<file path="src/rtl/seg_scan_if.sv">
// Digit-buffer write port, blank/blink controls and scan outputs of seg_scan_ctrl.
// AW defaults to $clog2(DIGITS); widen it to let out-of-range addresses reach the block.
interface seg_scan_if #(
  parameter int DIGITS = 8,
  parameter int AW     = $clog2(DIGITS)
);
  logic                 wr_en;
  logic [AW-1:0]        wr_addr;
  logic [7:0]           wr_data;
  logic                 blank_all;
  logic [DIGITS-1:0]    blink_mask;
  logic [7:0]           led_A_seg_Natural;
  logic [DIGITS-1:0]    digit_sel;
  logic                 frame_tick;

  modport master (
    output wr_en, wr_addr, wr_data, blank_all, blink_mask,
    input  led_A_seg_Natural, digit_sel, frame_tick
  );

  modport slave (
    input  wr_en, wr_addr, wr_data, blank_all, blink_mask,
    output led_A_seg_Natural, digit_sel, frame_tick
  );
endinterface

</file>
<file path="src/rtl/seg_scan_ctrl.sv">
// Multiplexed 7-segment scan controller: one blank cycle then SCAN_DIV-1 SHOW cycles per digit.
// Optional blink feature built only when SEG_SCAN_BLINK_EN is defined.
module seg_scan_ctrl #(
  parameter int DIGITS    = 8,
  parameter int SCAN_DIV  = 1000,
  parameter int BLINK_DIV = 64,
  parameter int AW        = $clog2(DIGITS)
) (
  input  logic      clk,
  input  logic      rst,
  seg_scan_if.slave bus
);
  localparam int         CW         = (SCAN_DIV > 2) ? $clog2(SCAN_DIV) : 1;
  localparam int         IW         = (DIGITS > 2) ? $clog2(DIGITS) : 1;
  localparam logic [7:0] CODE_BLANK = 8'd34;
  localparam logic [0:0] ST_BLANK   = 1'b0;
  localparam logic [0:0] ST_SHOW    = 1'b1;

  logic [CW-1:0]             cnt_q, cnt_d;
  logic [IW-1:0]             idx_q, idx_d;
  logic [DIGITS-1:0][7:0]    buf_q;
  logic                      blank_q;
  logic [7:0]                led_q, led_d;
  logic [DIGITS-1:0]         sel_q, sel_d;
  logic                      tick_q, tick_d;
  logic [0:0]                st_d;
  logic                      slot_end;
  logic [31:0]               addr_w;
  logic                      addr_ok;
  logic                      blink_off;

  assign addr_w  = 32'(bus.wr_addr);
  assign addr_ok = addr_w < 32'(DIGITS);

  // Outputs are computed from next-state so they move on the same edge as cnt/idx.
  always_comb begin
    slot_end = (cnt_q == CW'(SCAN_DIV - 1));
    cnt_d    = slot_end ? '0 : cnt_q + CW'(1);
    idx_d    = idx_q;
    if (slot_end) idx_d = (idx_q == IW'(DIGITS - 1)) ? '0 : idx_q + IW'(1);
    st_d     = (cnt_d == '0) ? ST_BLANK : ST_SHOW;
    // cnt/idx only both reach zero through a wrap, never out of reset, so frame 0 has no tick.
    tick_d   = slot_end && (idx_d == '0);
    sel_d    = '0;
    led_d    = CODE_BLANK;
    if (st_d == ST_SHOW) begin
      sel_d[idx_d] = 1'b1;
      led_d        = (blank_q || blink_off) ? CODE_BLANK : buf_q[idx_d];
    end
  end

  always_ff @(posedge clk or posedge rst) begin
    if (rst) begin
      cnt_q   <= '0;
      idx_q   <= '0;
      blank_q <= 1'b0;
      led_q   <= CODE_BLANK;
      sel_q   <= '0;
      tick_q  <= 1'b0;
    end else begin
      cnt_q   <= cnt_d;
      idx_q   <= idx_d;
      blank_q <= bus.blank_all;
      led_q   <= led_d;
      sel_q   <= sel_d;
      tick_q  <= tick_d;
    end
  end

  // Codes are stored raw; anything above 36 is left for the decoder to handle.
  always_ff @(posedge clk or posedge rst) begin
    if (rst) begin
      for (int g = 0; g < DIGITS; g++) buf_q[g] <= CODE_BLANK;
    end else if (bus.wr_en && addr_ok) begin
      for (int g = 0; g < DIGITS; g++)
        if (addr_w == 32'(g)) buf_q[g] <= bus.wr_data;
    end
  end

`ifdef SEG_SCAN_BLINK_EN
  localparam int FW = $clog2(BLINK_DIV + 1);

  logic [FW-1:0] fcnt_q;
  logic          phase_on_q;

  // Phase flips on the BLINK_DIV-th frame_tick; the tick slot itself is blank so no glitch shows.
  always_ff @(posedge clk or posedge rst) begin
    if (rst) begin
      fcnt_q     <= '0;
      phase_on_q <= 1'b1;
    end else if (tick_d) begin
      if (fcnt_q == FW'(BLINK_DIV - 1)) begin
        fcnt_q     <= '0;
        phase_on_q <= !phase_on_q;
      end else begin
        fcnt_q     <= fcnt_q + FW'(1);
      end
    end
  end

  assign blink_off = !phase_on_q && bus.blink_mask[idx_d];
`else
  logic unused_blink;
  assign unused_blink = ^{bus.blink_mask, BLINK_DIV[0]};
  assign blink_off    = 1'b0;
`endif

  assign bus.led_A_seg_Natural = led_q;
  assign bus.digit_sel         = sel_q;
  assign bus.frame_tick        = tick_q;
endmodule

</file>
<file path="src/flat_wrapper.sv">
// flat-port wrapper written by rule: the top's interface ports become plain ports
module seg_scan_ctrl_flat 
#(
  parameter int DIGITS    = 8,
  parameter int SCAN_DIV  = 1000,
  parameter int BLINK_DIV = 64,
  parameter int AW        = $clog2(DIGITS)
)
  (clk, rst, bus_wr_en, bus_wr_addr, bus_wr_data, bus_blank_all, bus_blink_mask, bus_led_A_seg_Natural, bus_digit_sel, bus_frame_tick);
  seg_scan_if #(.DIGITS(DIGITS), .AW(AW)) bus_i ();
  input  logic clk;
  input  logic rst;
  input wire logic [$bits(bus_i.wr_en)-1:0] bus_wr_en;
  input wire logic [$bits(bus_i.wr_addr)-1:0] bus_wr_addr;
  input wire logic [$bits(bus_i.wr_data)-1:0] bus_wr_data;
  input wire logic [$bits(bus_i.blank_all)-1:0] bus_blank_all;
  input wire logic [$bits(bus_i.blink_mask)-1:0] bus_blink_mask;
  output wire logic [$bits(bus_i.led_A_seg_Natural)-1:0] bus_led_A_seg_Natural;
  output wire logic [$bits(bus_i.digit_sel)-1:0] bus_digit_sel;
  output wire logic [$bits(bus_i.frame_tick)-1:0] bus_frame_tick;
  assign bus_i.wr_en = bus_wr_en;
  assign bus_i.wr_addr = bus_wr_addr;
  assign bus_i.wr_data = bus_wr_data;
  assign bus_i.blank_all = bus_blank_all;
  assign bus_i.blink_mask = bus_blink_mask;
  assign bus_led_A_seg_Natural = bus_i.led_A_seg_Natural;
  assign bus_digit_sel = bus_i.digit_sel;
  assign bus_frame_tick = bus_i.frame_tick;
  seg_scan_ctrl #(.DIGITS(DIGITS), .SCAN_DIV(SCAN_DIV), .BLINK_DIV(BLINK_DIV), .AW(AW)) u_core (.clk(clk), .rst(rst), .bus(bus_i));
endmodule
</file>
<file path="config.mk">
export PLATFORM = sky130hd
export DESIGN_NAME = seg_scan_ctrl_flat
export DESIGN_NICKNAME = d
export VERILOG_FILES = /design/src/rtl/seg_scan_if.sv /design/src/rtl/seg_scan_ctrl.sv /design/src/flat_wrapper.sv
export SDC_FILE = /design/constraint.sdc
export NUM_CORES = 1
export LEC_CHECK = 0
export CAP_MARGIN = 20
export CORE_MARGIN = 4
export CORE_UTILIZATION = 50
export DETAILED_ROUTE_END_ITERATION = 6
export GPL_ROUTABILITY_DRIVEN = 0
export PLACE_DENSITY = 0.7
export RECOVER_POWER = 50
export SLEW_MARGIN = 0
export SYNTH_ARGS = -nofsm -noshare
export SYNTH_HDL_FRONTEND = slang
export SYNTH_SLANG_ARGS = --single-unit
</file>
<file path="constraint.sdc">
create_clock -name clk -period 2.96 [get_ports clk]
set_input_delay 0.296 -clock clk [delete_from_list [all_inputs] [get_ports clk]]
set_output_delay 0.296 -clock clk [all_outputs]
set_load 0.05 [all_outputs]
</file>
==> flow_summary.json <==
{
  "mostFrequentLayoutCells": "mux2_2 (77), dfrtp_1 (77), nand2_1 (41)",
  "power_density_mw_per_mm2": 537.9,
  "finalCriticalPeriod_ps": 2728,
  "worst_slew_pin_slew_ps": 1134,
  "synth_cells": 411,
  "critPathKind": "reg2reg",
  "hold_buffers": 0,
  "dp_hpwl_um": 7061,
  "final_core_util_pct": 58.91,
  "slew_headroom_pct": 23.98,
  "grt_max_degree": 70,
  "cp-start-kind": "flop",
  "die_h_um": 105.7,
  "hp-class": "in2reg",
  "yosysWarnings": 0,
  "syn_area_mm2": 0.004772,
  "die_area_mm2": 0.01117,
  "wl_met1_um": 4736,
  "fmax_mhz": 366.6,
  "end_kind": "flop",
  "required_ps": 3220,
  "path_cells": "ha_1, and4b_4, and4_1, nand2_1, mux2_2, a211oi_1, nor4_1",
  "cts.reportedPaths.clkPinSlew_ps": 100,
  "clock_sinks": 95,
  "via_per_inst": 5.753,
  "cts_tree": "done",
  "dr.pass1.iters": 4,
  "n_antenna_cell": 0,
  "yosysSeqAreaShare_pct": 50.29,
  "met3_length_um": 425,
  "crit_fanout": 12,
  "fin_setup_tns_ps": 0,
  "crit_slowest_cell": "and4_1",
  "synth-async-reset-ratio_pct": 100.0,
  "final_nets": 480,
  "hold_viol": 0,
  "grt_pass1_vias": 3319,
  "vias": 3377,
  "drc": 0,
  "clock_latency_ps": 370,
  "grt_setup_unrepaired": "false",
  "syn_nets": 438,
  "ant_nets": 0,
  "fin_worst_skew_ps": 10.28,
  "core_mm2": 0.009284,
  "avgRoutedWirePerCell_um": 17.88,
  "routed_wl_um": 10500,
  "yosys_register_bits": 95,
  "root_buffer": "clkbuf_8",
  "port_buffers": 31,
  "irDropWorstVdd_mv": 0.4099,
  "start_util_pct": 51.40,
  "ioPinCount": 40,
  "antenna_found_initial": 0,
  "status": "complete, no violations",
  "grtUsageTotal_pct": 19.87,
  "die_w_um": 105.7,
  "slowest_delay_ps": 500,
  "ys.flop_type": "dfrtp_1",
  "synth_enable_flop_cells": 0,
  "cts_setup_buffers": 0,
  "cts-resized-gates": 0,
  "maxSlewViolCount": 0,
  "synth_cell_type_count": 53,
  "clock_path_buffers": 2,
  "maxCapViolCount": 0,
  "drive_gt1_share_pct": 31.88,
  "fillers": 792,
  "top_layer": "met4",
  "cts_inserted_buffers": 9,
  "syn_area_per_cell_um2": 11.61,
  "crit_buf_inv": 0,
  "wl_met2_um": 5113,
  "drt_iter0_markers": 192,
  "cp_top_family": "simple AND/OR/NAND/NOR gates",
  "rows": 35,
  "cp_data_arrival_time_ps": 2980,
  "finalCritPeriodShare_pct": 92.16,
  "syn2layout_area_growth_pct": 14.60,
  "h-tree-depth": 3,
  "grt_pass1_wl_um": 17320,
  "grt-ovfl-total": 0,
  "setup_viol_count_final": 0,
  "power.leakage_uw": 0.002206
}
## layer usage
metal	global-route usage, %	vias to the layer above
li1	-	1578
met1	26.38	1718
met2	32.29	65
met3	4.287	16
met4	6.938	0
met5	0	-
## stage by stage
| stage | total power [uW] | cells | hold slack, ps | worst slack (ps) | cell area, um2 |
|---|---|---|---|---|---|
| after detailed placement | 2182 | 571 | 487.6 | 250.9 | 5308 |
| after global routing | 3097 | 587 | 481.0 | 39.26 | 5469 |
| after CTS | 2979 | 587 | 246.3 | 227.9 | 5489 |
| after global placement | 2152 | 571 | 481.5 | 276.5 | 5308 |
| after floorplan | 2031 | 411 | 327.4 | 216.8 | 4772 |
| final | 2942 | 587 | 485.3 | 232.0 | 5469 |
## cell families (layout without fill, tap and decap cells)
logic type / count (synthesis) / after routing / share of synthesized area, %
multiplexers: 87 / 87 / 20.56
XOR/XNOR: 7 / 7 / 1.285
adder cells (fa/ha/maj): 4 / 4 / 1.049
AO/OA/AOI/OAI: 61 / 61 / 9.020
flip-flops: 95 / 95 / 50.29
AND/OR/NAND/NOR: 119 / 119 / 14.13
buffers and inverters: 38 / 85 / 3.670
## report_power, final
part | internal, uW | leakage, uW | switching [uW] | total (uW)
clock network | 333 | 0.0000930 | 459 | 791
registers | 1540 | 0.00114 | 113 | 1650
logic | 270 | 0.000970 | 225 | 496
total | 2140 | 0.00221 | 797 | 2940
## state kept, by name, summed over array words and instances, names as in the netlist
signal and flops:
u_core.cnt_q 10, u_core.buf_q 64, u_core.bus.led_A_seg_Natural 8, u_core.blank_q 1
u_core.bus.frame_tick 1, u_core.bus.digit_sel 8, u_core.idx_q 3
## layout make-up
| cell class | count | area (um2) | area share (%) |
|---|---|---|---|
| Tap cell | 129 | 161.4 | 2.951 |
| Inverter | 16 | 61.31 | 1.121 |
| Multi-Input combinational cell | 278 | 2197 | 40.17 |
| Clock inverter | 6 | 43.79 | 0.8007 |
| Timing Repair Buffer | 53 | 467.9 | 8.556 |
| Clock buffer | 10 | 137.6 | 2.517 |
| Sequential cell | 95 | 2400 | 43.88 |
## synth_stat cells (all sizes together), types with 5 or more instances
master / n / area share [%]
mux2: 78 / 18
dfrtp: 77 / 40
nand2: 41 / 3.2
dfstp: 18 / 9.9
a21oi: 16 / 1.7
inv: 16 / 1.3
nand3: 15 / 1.6
nor3: 15 / 1.8
nor2: 14 / 1.1
clkbuf: 12 / 0.94
buf: 10 / 1.5
o21ai: 10 / 1.0
mux2i: 9 / 2.2
nor4: 7 / 1.5
o22ai: 7 / 0.92
a211oi: 6 / 0.94
xor2: 6 / 1.1
o311ai: 5 / 0.92
## worst paths after layout
path                                  start  slack (ps)                              end  cells past startpoint
max                         u_core.cnt_q[0]         230  u_core.bus.led_A_seg_Natural[2]                      7
min                           bus_blank_all         490                   u_core.blank_q                      1
max reg2reg                 u_core.cnt_q[0]         230  u_core.bus.led_A_seg_Natural[2]                      7
min reg2reg                u_core.buf_q[27]         510                 u_core.buf_q[27]                      1
max in group asynchronous               rst         850  u_core.bus.led_A_seg_Natural[7]                      3
min in group asynchronous               rst         590                  u_core.cnt_q[2]                      2
(Power assumes the default switching activity.)
